<file path="src/rtl/czono_pkg.sv">
// Shared encodings for the constrained-zonotope intersection sequencer.
// Holds command field/source codes, FSM and phase enums, and index-width helper.
// Imported by the sequencer top and its row/column counter.
package czono_pkg;

    // Index width wide enough for the largest destination row (2*NCMAX+NRMAX).
    function automatic int idx_w_f(input int ncmax, input int nrmax);
        return $clog2(2 * ncmax + nrmax + 1);
    endfunction

    // Destination field of an element-write command.
    localparam logic [1:0] FIELD_C = 2'd0;
    localparam logic [1:0] FIELD_G = 2'd1;
    localparam logic [1:0] FIELD_A = 2'd2;
    localparam logic [1:0] FIELD_B = 2'd3;

    // Source operand selected by the OUT assembly datapath.
    localparam logic [2:0] SRC_ZERO     = 3'd0;
    localparam logic [2:0] SRC_Z        = 3'd1;
    localparam logic [2:0] SRC_Y        = 3'd2;
    localparam logic [2:0] SRC_RZ       = 3'd3;
    localparam logic [2:0] SRC_NEG_Y    = 3'd4;
    localparam logic [2:0] SRC_SUB_Y_RZ = 3'd5;

    typedef enum logic [2:0] {
        ST_IDLE,
        ST_CHECK,
        ST_EMIT,
        ST_WAIT_LI,
        ST_DONE
    } state_t;

    // Emission phases in output order; AR/BR need the linear_image result.
    typedef enum logic [3:0] {
        PH_C   = 4'd0,
        PH_G   = 4'd1,
        PH_AZ  = 4'd2,
        PH_AY  = 4'd3,
        PH_BZ  = 4'd4,
        PH_BY  = 4'd5,
        PH_AR  = 4'd6,
        PH_BR  = 4'd7,
        PH_END = 4'd8
    } phase_t;

endpackage

</file>
<file path="src/rtl/czono_idx_ctr.sv">
// Two-level row/column counter; column is the inner loop, limits supplied live.
// Zero latency: o_last reflects the current position combinationally.
// Advances only when i_en is high; i_clr wins over i_en and returns to (0,0).
module czono_idx_ctr
    import czono_pkg::*;
#(
    parameter int W = 11
)(
    input  logic         clk_i,
    input  logic         rstn_i,
    input  logic         i_clr,
    input  logic         i_en,
    input  logic [W-1:0] i_rows,
    input  logic [W-1:0] i_cols,
    output logic [W-1:0] o_row,
    output logic [W-1:0] o_col,
    output logic         o_last
);

    logic [W-1:0] r_row;
    logic [W-1:0] r_col;
    logic [W-1:0] w_row_max;
    logic [W-1:0] w_col_max;
    logic         w_col_wrap;

    assign w_row_max  = i_rows - W'(1);
    assign w_col_max  = i_cols - W'(1);
    assign w_col_wrap = (r_col == w_col_max);

    // Step the column, wrapping into the next row at the column limit.
    always_ff @(posedge clk_i or negedge rstn_i) begin
        if (!rstn_i) begin
            r_row <= '0;
            r_col <= '0;
        end else if (i_clr) begin
            r_row <= '0;
            r_col <= '0;
        end else if (i_en) begin
            if (w_col_wrap) begin
                r_col <= '0;
                r_row <= r_row + W'(1);
            end else begin
                r_col <= r_col + W'(1);
            end
        end
    end

    assign o_row  = r_row;
    assign o_col  = r_col;
    assign o_last = (r_row == w_row_max) && w_col_wrap;

endmodule

</file>
<file path="src/rtl/czono_intersect_seq.sv">
// Sequences OUT = Z intersect_R Y: checks dims, launches linear_image, emits element writes.
// Error reported 2 cycles after start; commands 1/cycle from the cycle li_start_o pulses.
// Valid/ready on commands: fields hold while stalled; RZ phases stall until li_done seen.
module czono_intersect_seq
    import czono_pkg::*;
#(
    parameter int NMAX  = 512,
    parameter int NGMAX = 512,
    parameter int NCMAX = 512,
    parameter int NRMAX = 512,
    parameter int IDX_W = idx_w_f(NCMAX, NRMAX)
)(
    input  logic             clk_i,
    input  logic             rstn_i,
    input  logic             start_i,
    input  logic [IDX_W-1:0] zn_i,
    input  logic [IDX_W-1:0] zng_i,
    input  logic [IDX_W-1:0] znc_i,
    input  logic [IDX_W-1:0] yn_i,
    input  logic [IDX_W-1:0] yng_i,
    input  logic [IDX_W-1:0] ync_i,
    input  logic [IDX_W-1:0] rnr_i,
    input  logic [IDX_W-1:0] rnc_i,
    output logic             li_start_o,
    input  logic             li_done_i,
    output logic             cmd_valid_o,
    input  logic             cmd_ready_i,
    output logic [1:0]       cmd_field_o,
    output logic [IDX_W-1:0] cmd_row_o,
    output logic [IDX_W-1:0] cmd_col_o,
    output logic [2:0]       cmd_src_o,
    output logic [IDX_W-1:0] cmd_srow_o,
    output logic [IDX_W-1:0] cmd_scol_o,
    output logic [IDX_W-1:0] out_n_o,
    output logic [IDX_W-1:0] out_ng_o,
    output logic [IDX_W-1:0] out_nc_o,
    output logic             busy_o,
    output logic             done_o,
    output logic             err_o
);

    // Three-term constraint sum needs two guard bits to stay wrap-free.
    localparam logic [IDX_W:0]   LIM_NG = (IDX_W + 1)'(NGMAX);
    localparam logic [IDX_W+1:0] LIM_NC = (IDX_W + 2)'(NCMAX);
    localparam logic [IDX_W-1:0] LIM_N  = IDX_W'(NMAX);
    localparam logic [IDX_W-1:0] LIM_R  = IDX_W'(NRMAX);

    state_t           r_state, w_state_nxt;
    phase_t           r_phase, w_phase_nxt, w_nxt_phase;

    logic [IDX_W-1:0] r_zn, r_zng, r_znc, r_yn, r_yng, r_ync, r_rnr, r_rnc;
    logic [IDX_W-1:0] r_out_n, r_out_ng, r_out_nc;
    logic             r_err;
    logic             r_li_start;
    logic             r_li_armed;
    logic             r_li_done;

    logic [IDX_W:0]   w_sum_ng;
    logic [IDX_W+1:0] w_sum_nc;
    logic             w_chk_err;
    logic             w_li_ok;
    logic             w_valid;
    logic             w_fire;
    logic             w_dep_nxt;

    logic [IDX_W-1:0] w_rows [8];
    logic [IDX_W-1:0] w_cols [8];
    logic [7:0]       w_nonempty;

    logic             w_ctr_clr, w_ctr_en, w_ctr_last;
    logic [IDX_W-1:0] w_ctr_row, w_ctr_col;

    logic [1:0]       w_field;
    logic [2:0]       w_src;
    logic [IDX_W-1:0] w_row, w_col, w_srow, w_scol;
    logic             w_zsel;
    logic [IDX_W-1:0] w_ycol;

    // Dimension check, evaluated on the latched operands during CHECK.
    assign w_sum_ng  = {1'b0, r_zng} + {1'b0, r_yng};
    assign w_sum_nc  = {2'b00, r_znc} + {2'b00, r_ync} + {2'b00, r_rnr};
    assign w_chk_err = (r_zn == '0) || (r_yn != r_rnr) || (r_rnc != r_zn) ||
                       (w_sum_ng > LIM_NG) || (w_sum_nc > LIM_NC) ||
                       (r_zn > LIM_N) || (r_rnr > LIM_R);

    // A li_done arriving this cycle counts immediately so AR follows without an extra bubble.
    assign w_li_ok = r_li_done || (r_li_armed && li_done_i);
    assign w_valid = (r_state == ST_EMIT);
    assign w_fire  = w_valid && cmd_ready_i;

    // Per-phase loop bounds and which phases actually produce commands.
    always_comb begin
        w_rows[0] = r_zn;   w_cols[0] = IDX_W'(1);
        w_rows[1] = r_zn;   w_cols[1] = r_out_ng;
        w_rows[2] = r_znc;  w_cols[2] = r_out_ng;
        w_rows[3] = r_ync;  w_cols[3] = r_out_ng;
        w_rows[4] = r_znc;  w_cols[4] = IDX_W'(1);
        w_rows[5] = r_ync;  w_cols[5] = IDX_W'(1);
        w_rows[6] = r_rnr;  w_cols[6] = r_out_ng;
        w_rows[7] = r_rnr;  w_cols[7] = IDX_W'(1);
        for (int p = 0; p < 8; p++) begin
            w_nonempty[p] = (w_rows[p] != '0) && (w_cols[p] != '0);
        end
    end

    // First non-empty phase after the current one, or PH_END.
    always_comb begin
        w_nxt_phase = PH_END;
        for (int p = 7; p >= 0; p--) begin
            if ((p > int'(r_phase)) && w_nonempty[p]) begin
                w_nxt_phase = phase_t'(4'(p));
            end
        end
    end

    assign w_dep_nxt = (w_nxt_phase == PH_AR) || (w_nxt_phase == PH_BR) ||
                       (w_nxt_phase == PH_END);

    czono_idx_ctr #(
        .W (IDX_W)
    ) u_ctr (
        .clk_i  (clk_i),
        .rstn_i (rstn_i),
        .i_clr  (w_ctr_clr),
        .i_en   (w_ctr_en),
        .i_rows (w_rows[r_phase[2:0]]),
        .i_cols (w_cols[r_phase[2:0]]),
        .o_row  (w_ctr_row),
        .o_col  (w_ctr_col),
        .o_last (w_ctr_last)
    );

    // Next-state logic: phase hand-off happens on the last handshake of a phase.
    always_comb begin
        w_state_nxt = r_state;
        w_phase_nxt = r_phase;
        w_ctr_clr   = 1'b0;
        w_ctr_en    = 1'b0;
        unique case (r_state)
            ST_IDLE: begin
                if (start_i) w_state_nxt = ST_CHECK;
            end
            ST_CHECK: begin
                w_ctr_clr = 1'b1;
                if (w_chk_err) begin
                    w_state_nxt = ST_DONE;
                end else begin
                    w_state_nxt = ST_EMIT;
                    w_phase_nxt = PH_C;
                end
            end
            ST_EMIT: begin
                if (w_fire) begin
                    if (w_ctr_last) begin
                        w_ctr_clr   = 1'b1;
                        w_phase_nxt = w_nxt_phase;
                        if (w_dep_nxt && !w_li_ok)       w_state_nxt = ST_WAIT_LI;
                        else if (w_nxt_phase == PH_END)  w_state_nxt = ST_DONE;
                    end else begin
                        w_ctr_en = 1'b1;
                    end
                end
            end
            ST_WAIT_LI: begin
                if (w_li_ok) begin
                    w_state_nxt = (r_phase == PH_END) ? ST_DONE : ST_EMIT;
                end
            end
            ST_DONE: begin
                w_state_nxt = ST_IDLE;
            end
            default: begin
                w_state_nxt = ST_IDLE;
            end
        endcase
    end

    // State, phase and operand/result registers.
    always_ff @(posedge clk_i or negedge rstn_i) begin
        if (!rstn_i) begin
            r_state    <= ST_IDLE;
            r_phase    <= PH_C;
            r_zn       <= '0;
            r_zng      <= '0;
            r_znc      <= '0;
            r_yn       <= '0;
            r_yng      <= '0;
            r_ync      <= '0;
            r_rnr      <= '0;
            r_rnc      <= '0;
            r_out_n    <= '0;
            r_out_ng   <= '0;
            r_out_nc   <= '0;
            r_err      <= 1'b0;
            r_li_start <= 1'b0;
        end else begin
            r_state    <= w_state_nxt;
            r_phase    <= w_phase_nxt;
            r_li_start <= (r_state == ST_CHECK) && !w_chk_err;
            if ((r_state == ST_IDLE) && start_i) begin
                r_zn  <= zn_i;
                r_zng <= zng_i;
                r_znc <= znc_i;
                r_yn  <= yn_i;
                r_yng <= yng_i;
                r_ync <= ync_i;
                r_rnr <= rnr_i;
                r_rnc <= rnc_i;
            end
            if (r_state == ST_CHECK) begin
                r_err <= w_chk_err;
                if (!w_chk_err) begin
                    r_out_n  <= r_zn;
                    r_out_ng <= w_sum_ng[IDX_W-1:0];
                    r_out_nc <= w_sum_nc[IDX_W-1:0];
                end
            end
        end
    end

    // li_done latch: armed from the cycle after li_start_o, cleared for each new operation.
    always_ff @(posedge clk_i or negedge rstn_i) begin
        if (!rstn_i) begin
            r_li_armed <= 1'b0;
            r_li_done  <= 1'b0;
        end else if (r_state == ST_CHECK) begin
            r_li_armed <= 1'b0;
            r_li_done  <= 1'b0;
        end else begin
            if (r_li_start)              r_li_armed <= 1'b1;
            if (r_li_armed && li_done_i) r_li_done  <= 1'b1;
        end
    end

    // Command decode from phase and counter position.
    always_comb begin
        w_field = FIELD_C;
        w_row   = '0;
        w_col   = '0;
        w_src   = SRC_ZERO;
        w_srow  = '0;
        w_scol  = '0;
        w_zsel  = (w_ctr_col < r_zng);
        w_ycol  = w_ctr_col - r_zng;
        unique case (r_phase)
            PH_C: begin
                w_field = FIELD_C;
                w_row   = w_ctr_row;
                w_src   = SRC_Z;
                w_srow  = w_ctr_row;
            end
            PH_G, PH_AZ: begin
                w_field = (r_phase == PH_G) ? FIELD_G : FIELD_A;
                w_row   = w_ctr_row;
                w_col   = w_ctr_col;
                if (w_zsel) begin
                    w_src  = SRC_Z;
                    w_srow = w_ctr_row;
                    w_scol = w_ctr_col;
                end
            end
            PH_AY: begin
                w_field = FIELD_A;
                w_row   = r_znc + w_ctr_row;
                w_col   = w_ctr_col;
                if (!w_zsel) begin
                    w_src  = SRC_Y;
                    w_srow = w_ctr_row;
                    w_scol = w_ycol;
                end
            end
            PH_BZ: begin
                w_field = FIELD_B;
                w_row   = w_ctr_row;
                w_src   = SRC_Z;
                w_srow  = w_ctr_row;
            end
            PH_BY: begin
                w_field = FIELD_B;
                w_row   = r_znc + w_ctr_row;
                w_src   = SRC_Y;
                w_srow  = w_ctr_row;
            end
            PH_AR: begin
                w_field = FIELD_A;
                w_row   = r_znc + r_ync + w_ctr_row;
                w_col   = w_ctr_col;
                w_srow  = w_ctr_row;
                w_src   = w_zsel ? SRC_RZ : SRC_NEG_Y;
                w_scol  = w_zsel ? w_ctr_col : w_ycol;
            end
            PH_BR: begin
                w_field = FIELD_B;
                w_row   = r_znc + r_ync + w_ctr_row;
                w_src   = SRC_SUB_Y_RZ;
                w_srow  = w_ctr_row;
            end
            default: begin
                w_field = FIELD_C;
            end
        endcase
    end

    // Command fields are forced to zero whenever no command is offered.
    assign cmd_valid_o = w_valid;
    assign cmd_field_o = w_valid ? w_field : '0;
    assign cmd_row_o   = w_valid ? w_row   : '0;
    assign cmd_col_o   = w_valid ? w_col   : '0;
    assign cmd_src_o   = w_valid ? w_src   : '0;
    assign cmd_srow_o  = w_valid ? w_srow  : '0;
    assign cmd_scol_o  = w_valid ? w_scol  : '0;

    assign li_start_o  = r_li_start;
    assign out_n_o     = r_out_n;
    assign out_ng_o    = r_out_ng;
    assign out_nc_o    = r_out_nc;
    assign busy_o      = (r_state != ST_IDLE);
    assign done_o      = (r_state == ST_DONE);
    assign err_o       = (r_state == ST_DONE) && r_err;

endmodule

</file>
<file path="config.mk">
export PLATFORM = sky130hd
export DESIGN_NAME = czono_intersect_seq
export DESIGN_NICKNAME = d
export VERILOG_FILES = /design/src/rtl/czono_pkg.sv /design/src/rtl/czono_idx_ctr.sv /design/src/rtl/czono_intersect_seq.sv
export SDC_FILE = /design/constraint.sdc
export NUM_CORES = 1
export LEC_CHECK = 0
export ABC_CLOCK_PERIOD_IN_PS = 4070
export CORE_ASPECT_RATIO = 1.1
export CORE_UTILIZATION = 40
export CTS_CLUSTER_DIAMETER = 60
export CTS_CLUSTER_SIZE = 10
export DETAILED_ROUTE_END_ITERATION = 10
export PLACE_DENSITY = 0.65
export SLEW_MARGIN = 0
export SYNTH_ARGS = -nofsm -noshare
export SYNTH_HDL_FRONTEND = slang
export SYNTH_SLANG_ARGS = --single-unit
</file>
<file path="constraint.sdc">
create_clock -name clk_i -period 4.07 [get_ports clk_i]
set_input_delay 0.407 -clock clk_i [delete_from_list [all_inputs] [get_ports clk_i]]
set_output_delay 0.407 -clock clk_i [all_outputs]
set_load 0.03 [all_outputs]
</file>
* Word-level counts from Yosys, hierarchy flattened
Cells that the tools add are included.
Operators by class: muxes and demuxes 63, reduce and logical (&&, ||, !) cells 56, bitwise operators 2, $lt $le $gt $ge 13, add/sub/neg operators 11, eq/ne operators 25
Operators with widths (number):
- 2-to-1 mux 11 bit | 20
- one-hot mux 11 bit (3 select lines) | 3
- binary-select mux 11 bit (select 3 bit) | 2
- nonzero test 11 bit | 5
- 2-to-1 mux 4 bit | 10
- adder 11 bit | 3
- 2-to-1 mux 3 bit | 10
- adder 11 x 11 -> 12 bit | 2
- equality test 4 x 3 -> 1 bit, second input constant | 6
- adder 11 x 1 -> 11 bit, second input constant | 2
- equality test 11 bit | 2
- > comparator 11 x 10 -> 1 bit, second input constant | 2
- != test 11 bit | 2
- subtractor 11 x 1 -> 11 bit, second input constant | 2
- logical AND 1 bit | 18
- one-hot mux 3 bit (6 select lines) | 1
- > comparator 3 x 4 -> 1 bit, first input constant | 4
- adder 12 x 11 -> 13 bit | 1
- > comparator 13 x 10 -> 1 bit, second input constant | 1
- > comparator 12 x 10 -> 1 bit, second input constant | 1
- one-hot mux 3 bit (4 select lines) | 1
- logical NOT 11 bit | 1
- < comparator 11 bit | 1
- subtractor 11 bit | 1
- 32 further kinds | 69
Storage, ports and cells: word-level logic and storage cells 189, output and inout port bits 87, register bits after elaboration 154, input port bits 93

* Depth between registers and ports, before layout
word-level depth 17, mapped depth 17

* Modules after synthesis
A second synthesis with hierarchy kept.
Second synthesis, totals: cell total of the unflattened synthesis 1194, area total of the unflattened synthesis 11563.6 um^2
By module, submodules not included:
- czono_intersect_seq | cells each 960, instances 1, area an instance 9636.7 um^2, sequential area each 3303.2 um^2
- czono_idx_ctr | cells each 234, instances 1, area an instance 1926.8 um^2, sequential area each 550.5 um^2

* Worst setup path after synthesis
Ideal clock, no wire load.
path kind register to register, from register r_phase[1], to register r_state[2], path slack 212 ps, period minus slack after synthesis 3858 ps, required time 3983 ps, stages on the path, launching flop included 17, setup time 87 ps, arrival 3771 ps, cells stage by stage dfrtp_1 buf_2 or2_2 buf_2 nand2_1 clkbuf_1 nor2_1 ha_1 xnor2_1 xnor2_1 o31ai_1 o21ai_0 or4_4 or3_4 nor4_4 a21oi_1 a211oi_2
On the way: longest elaborated chain between the ends 17, elaborated cells between the ends (all ways) 49
Ends and longest elaborated chain:
- start: declaration | RTL line czono_intersect_seq.sv:49 | phase_t r_phase, w_phase_nxt, w_nxt_phase;
- start signal: assignment | RTL line czono_intersect_seq.sv:198 | r_phase <= w_phase_nxt;
- > comparator 3 x 4 -> 1 bit | RTL line czono_intersect_seq.sv:110 | if ((p > int'(r_phase)) && w_nonempty[p]) begin
- logical AND 1 bit | RTL line czono_intersect_seq.sv:110
- 2-to-1 mux 4 bit (7 in a row) | RTL line czono_intersect_seq.sv:110
- equality test 4 x 3 -> 1 bit | RTL line czono_intersect_seq.sv:116 | assign w_dep_nxt = (w_nxt_phase == PH_AR) || (w_nxt_phase == PH_BR) ||
- logical OR 1 bit (2 in a row) | RTL line czono_intersect_seq.sv:116
- logical AND 1 bit | RTL line czono_intersect_seq.sv:157 | if (w_dep_nxt && !w_li_ok) w_state_nxt = ST_WAIT_LI;
- 2-to-1 mux 3 bit | RTL line czono_intersect_seq.sv:157
- 2-to-1 mux 3 bit | RTL line czono_intersect_seq.sv:154 | if (w_ctr_last) begin
- 2-to-1 mux 3 bit | RTL line czono_intersect_seq.sv:153 | if (w_fire) begin
- one-hot mux 3 bit (4 select lines) | RTL line czono_intersect_seq.sv:139 | unique case (r_state)
- end signal: assignment | RTL line czono_intersect_seq.sv:197 | r_state <= w_state_nxt;
- end: declaration | RTL line czono_intersect_seq.sv:48 | state_t r_state, w_state_nxt;
Parallel ways exist; a longest one is shown, timed or not. The select of a mux whose other input is x is not followed. A chain may end at the register's enable or synchronous reset.

* Worst setup path in the final report
from register r_znc[0], to output port cmd_row_o[10]
On the way: longest elaborated chain between the ends 4, elaborated cells between the ends (all ways) 5
Ends and longest elaborated chain:
- start: declaration | RTL line czono_intersect_seq.sv:51 | logic [IDX_W-1:0] r_zn, r_zng, r_znc, r_yn, r_yng, r_ync, r_rnr, r_rnc;
- start signal: assignment | RTL line czono_intersect_seq.sv:203 | r_znc <= znc_i;
- adder 11 bit (2 in a row) | RTL line czono_intersect_seq.sv:286, czono_intersect_seq.sv:294
- one-hot mux 11 bit (3 select lines) (*) | RTL line czono_intersect_seq.sv:245 | unique case (r_phase)
- 2-to-1 mux 11 bit (*) | RTL line czono_intersect_seq.sv:307 | assign cmd_row_o = w_valid ? w_row : '0;
- end: declaration | RTL line czono_intersect_seq.sv:29 | output logic [IDX_W-1:0] cmd_row_o,
Mark *: on every way between the ends. The rest lies on a longest branch, timed or not.

==> results.tsv <==
metric	value	unit
diodes	0	
maxCapViolations	0	
yosysUniqueCellTypes	66	
critPathLaunchType	register	
slew_headroom	34.58	%
synth_enable_flop_cells	0	
endpoint	cmd_row_o[10]	
finalCritPeriodShare	96.52	%
p_leak	7.088	nW
fin_skew	0.01358	ns
nFillCells	2539	
syn_inst	1168	
finalCriticalPeriod	3.928	ns
worst_ir_drop_vdd	0.2895	mV
whs	0.09231	ns
cp.required	3.66	ns
yosysSeqAreaShare	34.17	%
drive_above_1_share	19.69	%
worst_pin_slew	0.9813	ns
totalWireLength	36.23	mm
dieArea	28870	um^2
grt_antenna_before_repair	0	
yosysTopAreaCellShare	34.17	%
swShare	28.55	%
start_util	40.58	%
cts_buffer_depth	2	
status	finished clean	
combPwrFrac	17.5	%
yosysTopAreaCell	dfrtp_1	
finalHoldViolCount	0	
cts_hold_buf	0	
coreArea	27790	um^2
power	0.003896	W
dp_hpwl	27.98	mm
clk_pin_slew	0.07	ns
grt_pass1_vias	10020	
ys_top_cells_by_area	dfrtp_1 (34%), mux2_2 (10%), ha_1 (6.2%)	
clock_latency	0.43	ns
rows	64	
nNetsFinal	1566	
antenna_left	0	
syn_avg_cell_area	9.655	um^2
power_frac_seq	40.6	%
crit_start	r_znc[0]	
cts_tree	built	
route.detailed.drc	0	
rsz0062_at_grt	yes	
r2r_slack	0.21	ns
power_density	267.0	nW/um^2
synth_ff_type	dfrtp_1	
clockRootBuffer	clkbuf_16	
worstSetupPathType	register to output pin	
yosys_warnings	0	
place_area	13930	um^2
grt_pass1_wl	56.92	mm
stdcell_area	14590	um^2
hold_path_class	primary input to asynchronous set/reset pin	
die_x	162.1	um
wl_per_cell	20.52	um
max_freq	254.6	MHz
p_switching	0.001112	W
drt-initial-drc-count	810	
first_pass_iters	6	
cp.arrival	3.52	ns
gp_congestion	0.9424	
async_flop_share	100.0	%
final_common_cell	clkdlybuf4s50_1	
track_usage	25.96	%
syn_area	11280	um^2
grt_max_degree	103	
p_int	0.002784	W
cts.htree.levels	4	
cts_buffers	17	
overflow	0	
area_delta_synth_final	29.41	%
cts.sinks	154	
synth_seq_cells	154	
synthesis.nets	1343	
regToRegStartpoint	r_znc[2]	
power_frac_clock	41.9	%
via_per_inst	5.746	
dp_slack	0.1037	ns
setup_violations	0	
ff2ff_path_depth	10	
end_kind	output pin	
port_buffers	179	
layout.cells.most_common_list	clkdlybuf4s50_1 (150), dfrtp_1 (148), mux2_2 (100)	
slew_viol_final	0	
rr_endpoint	li_start_o	
ios	180	
crit_fanout	6	
vias	10140	
fin_ws	0.1415	ns
die_height	178.1	um
what timing repair did:
| item | in CTS | in global routing |
|---|---|---|
| resized for setup | 37 | 39 |
| buffers inserted | 3 | 3 |
| hold endpoints to repair | 0 | 0 |
| endpoints found under the setup margin | 26 | 80 |
| pin swaps | 1 | 9 |
metrics by stage:
step | TNS, ns | util (%) | instances
global placement | 0 | 50.15 | 1729
CTS | 0 | 52.34 | 1762
detailed placement | 0 | 50.15 | 1729
floorplan | 0 | - | 1168
finish | 0 | 52.52 | 1765
global route | -0.01148 | 52.52 | 1765
power by group through the flow:
stage | Sequential (W) | Clock [W] | Combinational (W)
2_1_floorplan | 0.00162 | 0 | 0.000350
5_1_grt | 0.00158 | 0.00173 | 0.000737
3_3_place_gp | 0.00161 | 0 | 0.000687
4_1_cts | 0.00158 | 0.00166 | 0.000680
6_report | 0.00158 | 0.00163 | 0.000682
3_5_place_dp | 0.00161 | 0 | 0.000695
registers in the layout, indices dropped and copies added, names as in the netlist:
signal       cells
r_ync           11
r_li_done        1
u_ctr.o_row     11
r_zng           11
r_znc           11
out_ng_o        11
r_phase          4
r_zn            11
r_li_armed       1
u_ctr.o_col     11
r_yng           11
out_nc_o        11
r_err            1
r_state          3
r_yn            11
r_rnr           11
out_n_o         11
r_rnc           11
li_start_o       1
worst max-delay path, stage by stage, from the launching register on:
cell	delay [ns]
dfrtp_2	0.47
ha_1	0.25
fa_1	0.43
a21o_1	0.19
a21oi_1	0.23
nor2b_1	0.08
o21a_1	0.20
o41ai_2	0.32
o21ai_0	0.24
mux2i_1	0.24
a21oi_2	0.08
a21oi_2	0.21
buf_12	0.15
layout make-up:
type,instances,area [um^2],area share (%)
sequential,154,3861,26.46
timing repair buffer,266,2432,16.67
multi-input combinational,914,7122,48.80
tap,363,454.2,3.112
clock buffer,19,442.9,3.035
clock inverter,11,138.9,0.9516
inverter,38,142.6,0.9774
routing by layer:
metal,part of all wire [%],GRT usage [%]
met3,7.7,5.673
met2,46,40.50
met1,44,35.80
met5,0,0
met4,2.2,8.019
how the worst min path moves through the flow:
stage | from | to | slack (ns) | cells past startpoint
floorplan | rstn_i | li_start_o | 0.11 | 0
global placement | r_li_armed | r_li_armed | 0.48 | 2
detailed placement | out_n_o[10] | out_n_o[10] | 0.47 | 1
CTS | rstn_i | r_zng[2] | 0.14 | 1
global route | rstn_i | r_zng[1] | 0.17 | 1
finish | rstn_i | r_zng[0] | 0.09 | 1
cells by family after synthesis:
group                      count (synthesis)  share of synthesized area [%]
buffers and inverters                    100                          3.595
xor gates and xnor gates                 109                          8.532
AOI/OAI and AO/OA                        261                          15.27
adders and majority gates                 82                          10.83
and+or+nand+nor                          346                          16.14
muxes                                    116                          11.46
DFF                                      154                          34.17
cell usage after synthesis (all sizes together) (9+ instances only):
cell / number
o2111ai: 12
a222oi: 11
nor2b: 15
nand2: 82
and4: 14
xor2: 66
o21ai: 62
nand3: 30
dfrtp: 154
nand4: 11
mux2: 102
mux2i: 14
xnor2: 43
nor3: 27
buf: 17
ha: 56
clkbuf: 45
nor4: 18
o31ai: 12
nor2: 76
fa: 26
or3: 13
a21o: 16
and3: 26
inv: 37
a31oi: 9
a21oi: 69
(Power assumes the default switching activity.)
